**src/rtl/uart_pkg.sv**
```systemverilog
// rtl/uart_pkg.sv - shared UART constants
package uart_pkg;
   localparam int UART_DATA_W       = 8;
   localparam int UART_RXFIFO_DEPTH = 8;
endpackage

```
**src/rtl/uart_fifo_mem.sv**
```systemverilog
// rtl/uart_fifo_mem.sv - single write port, asynchronous read port storage
// Contents are intentionally not reset.
module uart_fifo_mem #(
   parameter int DW    = 8,
   parameter int DEPTH = 8,
   parameter int AW    = $clog2(DEPTH)
) (
   input  logic          clk,
   input  logic          we,
   input  logic [AW-1:0] waddr,
   input  logic [DW-1:0] wdata,
   input  logic [AW-1:0] raddr,
   output logic [DW-1:0] rdata
);
   logic [DW-1:0] mem [DEPTH];

   always_ff @(posedge clk) begin
      if (we) begin
         mem[waddr] <= wdata;
      end
   end

   assign rdata = mem[raddr];
endmodule

```
**src/rtl/uart_rx_fifo.sv**
```systemverilog
// rtl/uart_rx_fifo.sv - UART receive FIFO with edge-captured input and sticky error flags
// Control (edge detect, pointers, count, flags) lives here; storage is uart_fifo_mem.
module uart_rx_fifo
   import uart_pkg::*;
#(
   parameter int DEPTH = UART_RXFIFO_DEPTH,
   parameter int CW    = $clog2(DEPTH) + 1
) (
   input  logic                   clk,
   input  logic                   reset,
   input  logic [UART_DATA_W-1:0] rxDataIn,
   input  logic                   rxAvailIn,
   input  logic                   rxErrorIn,
   input  logic                   popIn,
   input  logic                   clrFlagsIn,
   output logic [UART_DATA_W-1:0] dataOut,
   output logic                   emptyOut,
   output logic                   fullOut,
   output logic [CW-1:0]          countOut,
   output logic                   overrunOut,
   output logic                   frameErrOut
);
   localparam int AW = $clog2(DEPTH);
   localparam logic [CW-1:0] FULL_COUNT = CW'(DEPTH);

   logic                   rxAvailQ;
   logic [AW-1:0]          wrPtr;
   logic [AW-1:0]          rdPtr;
   logic [CW-1:0]          count;
   logic                   strobe;
   logic                   push_ok;
   logic                   pop_ok;
   logic                   overrun_set;
   logic                   frame_set;
   logic [UART_DATA_W-1:0] mem_rdata;

   assign emptyOut = (count == '0);
   assign fullOut  = (count == FULL_COUNT);
   assign countOut = count;

   assign strobe = rxAvailIn & ~rxAvailQ;

   // A full FIFO still accepts when a pop frees the head slot in the same cycle.
   assign push_ok     = strobe & ~rxErrorIn & (~fullOut | popIn);
   assign pop_ok      = popIn & ~emptyOut;
   assign overrun_set = strobe & ~rxErrorIn & fullOut & ~popIn;
   assign frame_set   = strobe & rxErrorIn;

   always_ff @(posedge clk) begin
      if (reset) begin
         rxAvailQ <= 1'b1;
         wrPtr    <= '0;
         rdPtr    <= '0;
         count    <= '0;
      end else begin
         rxAvailQ <= rxAvailIn;
         if (push_ok) begin
            wrPtr <= wrPtr + AW'(1);
         end
         if (pop_ok) begin
            rdPtr <= rdPtr + AW'(1);
         end
         count <= count + CW'(push_ok) - CW'(pop_ok);
      end
   end

   always_ff @(posedge clk) begin
      if (reset) begin
         overrunOut  <= 1'b0;
         frameErrOut <= 1'b0;
      end else begin
         if (overrun_set) begin
            overrunOut <= 1'b1;
         end else if (clrFlagsIn) begin
            overrunOut <= 1'b0;
         end
         if (frame_set) begin
            frameErrOut <= 1'b1;
         end else if (clrFlagsIn) begin
            frameErrOut <= 1'b0;
         end
      end
   end

   uart_fifo_mem #(
      .DW    (UART_DATA_W),
      .DEPTH (DEPTH),
      .AW    (AW)
   ) u_mem (
      .clk   (clk),
      .we    (push_ok & ~reset),
      .waddr (wrPtr),
      .wdata (rxDataIn),
      .raddr (rdPtr),
      .rdata (mem_rdata)
   );

   assign dataOut = emptyOut ? '0 : mem_rdata;
endmodule

```
**config.mk**
```make
export PLATFORM = sky130hd
export DESIGN_NAME = uart_rx_fifo
export DESIGN_NICKNAME = d
export VERILOG_FILES = /design/src/rtl/uart_pkg.sv /design/src/rtl/uart_fifo_mem.sv /design/src/rtl/uart_rx_fifo.sv
export SDC_FILE = /design/constraint.sdc
export NUM_CORES = 1
export LEC_CHECK = 0
export CAP_MARGIN = 30
export CORE_MARGIN = 2
export CORE_UTILIZATION = 55
export DETAILED_ROUTE_END_ITERATION = 8
export PLACE_DENSITY = 0.77
export REMOVE_ABC_BUFFERS = 1
export SKIP_CTS_REPAIR_TIMING = 1
export SYNTH_ARGS = -nofsm -noshare
export SYNTH_HDL_FRONTEND = slang
export SYNTH_SLANG_ARGS = --single-unit
```
**constraint.sdc**
```tcl
create_clock -name clk -period 3 [get_ports clk]
set_input_delay 0.6 -clock clk [delete_from_list [all_inputs] [get_ports clk]]
set_output_delay 0.6 -clock clk [all_outputs]
set_load 0.02 [all_outputs]
```
# ---- After elaboration in Yosys (flattened, before gate mapping)
# Memory sizes are Yosys's and may differ from the RTL's. A register that Yosys moved wholly into a read port is not among the register bits.
# Cells that the tools add are included.
dict set report totals {
  latchBits 0
  ram_bits 64
  mem_count 1
  register_bits 13
  input_bits 14
  romBits 0
}
dict set report op_classes {
  div 0
  multipliers 0
  mux 8
  n_bitwise 15
  reduce_logical 3
  addsub 4
  eq_ne 1
  magnitude_cmp 0
  shift 0
}
# name depth width read_ports rd_ports_with_merged_regs wr line
set memory_table {}
lappend memory_table {u_mem.mem 8 8 1 1 1 uart_fifo_mem.sv:15} ;# logic [DW-1:0] mem [DEPTH];
# cell count
set op_table {}
lappend op_table {{$and 1x1->1} 8}
lappend op_table {{$mux 8} 1}
lappend op_table {{$add 3x1->3 const B} 2}
lappend op_table {{$mux 3} 2}
lappend op_table {{$not 1->1} 6}
lappend op_table {{$mux 1} 5}
lappend op_table {{$add 4x1->4} 1}
lappend op_table {{$eq 4x4->1 const B} 1}
lappend op_table {{$logic_not 4->1} 1}
lappend op_table {{$reduce_bool 2->1} 2}
lappend op_table {{$sub 4x1->4} 1}
lappend op_table {{$or 1x1->1} 1}

# ---- Depth between registers and ports, before layout
dict set report logic_depth {
  word_depth 7
  ltp_mapped 12
  depth_no_buf 11
}

# ---- Modules after synthesis
# Synthesis repeated with hierarchy kept, for this count alone.
dict set report hier_totals {
  cells_unflattened 189
  area_unflattened_um2 3296.9
}
# mod instances area_each_um2 cells_per_inst
set modules_own_cells {}
lappend modules_own_cells {uart_fifo_mem 1 2531.2 106}
lappend modules_own_cells {uart_rx_fifo 1 765.7 83}

# ---- Worst setup path after synthesis
# OpenSTA, ideal clock, no wires.
dict set report synth_path {
  kind {reg2reg}
  start {register count[2] (netlist: countOut[2])}
  end {register count[3] (netlist: countOut[3])}
  arrival_ns 2.470
  period_less_slack_ns 2.590
  slack_ns 0.410
  stages_incl_launch_ff 12
  required_time_ns 2.879
  n_path_buf 1
  cell_sequence {dfxtp_1 -> inv_1 -> ha_1 -> nor3b_2 -> clkbuf_1 -> nor2_1 -> ha_1 -> inv_1 -> ha_1 -> a21o_1 -> a21oi_1 -> mux2_2}
}
# item line
set synth_rtl {}
lappend synth_rtl {{start, declared} uart_rx_fifo.sv:29} ;# logic [CW-1:0] count;
lappend synth_rtl {{start signal, assigned} uart_rx_fifo.sv:63} ;# count <= count + CW'(push_ok) - CW'(pop_ok);
lappend synth_rtl {{$logic_not 4->1} uart_rx_fifo.sv:37} ;# assign emptyOut = (count == '0);
lappend synth_rtl {{via emptyOut} uart_rx_fifo.sv:17} ;# output logic emptyOut,
lappend synth_rtl {{$not 1->1} uart_rx_fifo.sv:45} ;# assign pop_ok = popIn & ~emptyOut;
lappend synth_rtl {{$and 1x1->1} uart_rx_fifo.sv:45}
lappend synth_rtl {{via pop_ok} uart_rx_fifo.sv:32} ;# logic pop_ok;
lappend synth_rtl {{$sub 4x1->4} uart_rx_fifo.sv:63}
# The timed path passes the listed nets, and every way through them passes these cells.
# A chain may end at the register's enable or synchronous reset.

# ---- Final worst setup path
dict set report layout_path {
  start {register count[2] (netlist: countOut[2])}
  end {output dataOut[1]}
}
dict set report layout_between {
  elab_chain_cells 2
}
# item line
set layout_lines {}
lappend layout_lines {{$logic_not 4->1} uart_rx_fifo.sv:37}
lappend layout_lines {{$mux 8} uart_rx_fifo.sv:98} ;# assign dataOut = emptyOut ? '0 : mem_rdata;
lappend layout_lines {{end, declared} uart_rx_fifo.sv:16} ;# output logic [UART_DATA_W-1:0] dataOut,
# No other way between the ends.

==> impl_metrics.tcl <==
set metrics [dict create \
    run_status "completed" \
    detail_route.vias_per_cell 5.55 \
    grt_start_max_net_pins 33 \
    critical_path_required_ns 2.40 \
    detail_route.iter0.violations 132 \
    io_buffer_count 29 \
    synth_adder_area_share_pct 3.58 \
    leakagePower_nw 1.36 \
    start_kind "register" \
    timing.setup.tns_ns 0 \
    critical_path.max_fanout 6 \
    cts_max_level 3 \
    drtAntennaViolNets 0 \
    floorplan.die.width_um 82.1 \
    tritoncts "done" \
    setup_repair_after_global_routing_missed_its_margin "no" \
    via_count 1938 \
    stdcell_area_um2 3990 \
    synth-xor-area-share_pct 0.261 \
    dpl_cell_area_um2 3840 \
    ys_ff_latch 80 \
    max-cap-violations 0 \
    diodes_inserted 0 \
    synthCells 222 \
    timing_worst_setup_path_type "register to primary output" \
    final_std_cells_w_o_fill 349 \
    grt_remaining_overflow 0 \
    timing.final.hold_violations 0 \
    first_global_vias 1887 \
    floorplan.rows 28 \
    drive_above_1_share_pct 16.1 \
    synth.avg_cell_area_um2 15.1 \
    remaining_drc_errors 0 \
    total_power_mw 2.87 \
    slew_headroom_pct 41.8 \
    clk_pin_slew_ns 0.08 \
    clock_sinks 80 \
    top_level_ports 30 \
    placed_cells 334 \
    cts_max_path_buffers 2 \
    antenna_found_initial 0 \
    area_fraction_in_compound_gates_after_synthesis_pct 6.01 \
    routabilityCongestion 0.741 \
    power_density_nw_per_um2 719 \
    detailed_place_hpwl_mm 3.91 \
    netlist_area_um2 3350 \
    coreArea_um2 5920 \
    yosys-mux-area-fraction_pct 11.0 \
    worst_vdd_drop_uv 501 \
    clock_skew_ns 0.00549 \
    tightest_slew_ns 0.869 \
    detail_route.wl_per_cell_um 17.5 \
    post_synth_and_or_nand_nor_area_fraction_pct 9.59 \
    timing.final.crit_share_pct 94.3 \
    wire_length_of_the_first_global_routing_pass_mm 9.53 \
    clk_latency_ns 0.34 \
    worst_hold_path_type "register to register" \
    detail_route.first_pass.iterations 4 \
    final.min_clock_period_ns 2.83 \
    timing.critical_path.to_type "primary output" \
    combinational_family_with_the_most_area_after_synthesis "multiplexers" \
    drt-total-wl_mm 6.11 \
    yosysSeqAreaShare_pct 66.9 \
    cts-buffers-inserted 9 \
    final-setup-viol-count 0 \
    flow.area_growth_from_synthesis_pct 19.1 \
    die-area_um2 6730 \
    max_freq_mhz 353 \
    dieHeight_um 82.1 \
    synth.distinct_cells 36 \
    timing.final.max_slew_violations 0 \
    root_buffer "sky130_fd_sc_hd__clkbuf_8" \
    timing.critical_path.arrival_ns 2.23 \
    num-nets-final 293 \
    ys.warnings.count 0 \
    grt_usage_pct 20.3 \
    initial_core_util_pct 56.6 \
]
-- cell type report --
cell class	count	area [µm²]
Fill cell	437	1930
Sequential cell	80	2240
Clock inverter	4	22.5
Timing Repair Buffer	47	438
Inverter	8	30.0
Clock buffer	11	131
Tap cell	75	93.8
Multi-Input combinational cell	124	1030
-- Yosys cell counts, drive strengths merged --
master  count  area share [%]
or3         1            0.19
nand2       2            0.45
a21oi       5            0.75
a21o        1            0.22
nand2b      3            0.56
or4b        1            0.41
a21bo       1            0.30
nand3       3            0.75
edfxtp     64              57
a32oi       1            0.26
xor2        1            0.26
nor2       12             1.3
nor2b       7             1.3
clkbuf      3            0.34
buf         7             1.5
a22o       16             4.2
nand3b      3            0.67
o21ai       2            0.30
and2        1            0.19
nor3       12             1.8
dfxtp      16             9.6
or2         1            0.19
fa          1            0.60
nor4        2            0.37
nor3b       4             1.4
ha          8             3.0
inv         8            0.90
mux2        3             1.1
mux2i      33             9.9
-- kinds of logic after synthesis --
| group | Yosys count |
|---|---|
| AOI/OAI and AO/OA | 26 |
| xor gates and xnor gates | 1 |
| muxes | 36 |
| buffers and inverters | 18 |
| DFF | 80 |
| and+or+nand+nor | 52 |
| adders and majority gates | 9 |
-- stage by stage --
stage | hold slack [ns] | utilization [%] | worst slack [ns]
final | 0.469 | 67.4 | 0.171
after global routing | 0.512 | 67.4 | 0.0461
after CTS | 0.470 | 67.4 | 0.146
after detailed placement | 0.457 | 64.8 | 0.0816
after global placement | 0.455 | 64.8 | 0.109
after floorplan | 0.464 | - | 0.200
-- critical path, cell delays in order (launching register included) --
cell and delay, ns:
sky130_fd_sc_hd__dfxtp_1 0.35, sky130_fd_sc_hd__inv_1 0.09, sky130_fd_sc_hd__ha_1 0.19, sky130_fd_sc_hd__nor3b_2 0.15, sky130_fd_sc_hd__buf_4 0.18, sky130_fd_sc_hd__nor3_1 0.27
sky130_fd_sc_hd__clkdlybuf4s50_1 0.66
-- worst paths after layout --
| path | startpoint | endpoint | slack (ns) | cells past startpoint |
|---|---|---|---|---|
| worst min-delay path | frameErrOut | frameErrOut | 0.47 | 2 |
| worst max register to register | countOut[2] | countOut[3] | 0.58 | 10 |
| worst min register to register | frameErrOut | frameErrOut | 0.47 | 2 |
| worst max-delay path | countOut[2] | dataOut[1] | 0.17 | 6 |
-- state kept, by name, indices dropped and copies added (netlist names), named ones only --
signal	flops
wrPtr	3
rdPtr	3
rxAvailQ	1
frameErrOut	1
u_mem.mem	64
overrunOut	1
countOut	4
-- placed cells by master, fill, tap and decap left out, types with 2 or more instances in the layout --
master	count
sky130_fd_sc_hd__ha_1	8
sky130_fd_sc_hd__clkbuf_8	9
sky130_fd_sc_hd__dfxtp_1	15
sky130_fd_sc_hd__o21ai_0	2
sky130_fd_sc_hd__clkinv_2	3
sky130_fd_sc_hd__nor2b_1	7
sky130_fd_sc_hd__mux2_2	2
sky130_fd_sc_hd__clkbuf_1	2
sky130_fd_sc_hd__nand3b_1	3
sky130_fd_sc_hd__a21oi_1	5
sky130_fd_sc_hd__buf_4	17
sky130_fd_sc_hd__edfxtp_1	64
sky130_fd_sc_hd__mux2i_1	33
sky130_fd_sc_hd__inv_1	8
sky130_fd_sc_hd__a22o_1	16
sky130_fd_sc_hd__nor2_1	12
sky130_fd_sc_hd__nand3_2	2
sky130_fd_sc_hd__nor3_1	12
sky130_fd_sc_hd__nor3b_1	2
sky130_fd_sc_hd__nor4_2	2
sky130_fd_sc_hd__clkdlybuf4s50_1	29
sky130_fd_sc_hd__nand2b_1	3
-- report_power, final --
part	internal [mW]	switching (mW)	leakage, nW	total, mW
Clock	0.292	0.363	0.0789	0.655
Combinational	0.462	0.467	0.579	0.930
Sequential	1.24	0.0460	0.707	1.28
-- layer usage --
| metal | vias to the layer above | wire length, µm | global-route usage [%] |
|---|---|---|---|
| li1 | 932 | - | - |
| met1 | 953 | 2930 | 27.7 |
| met2 | 45 | 2850 | 31.4 |
| met3 | 8 | 248 | 6.37 |
| met4 | 0 | 80 | 6.50 |
| met5 | - | 0 | 0 |
No activity file was read; power rests on OpenSTA's default activity.
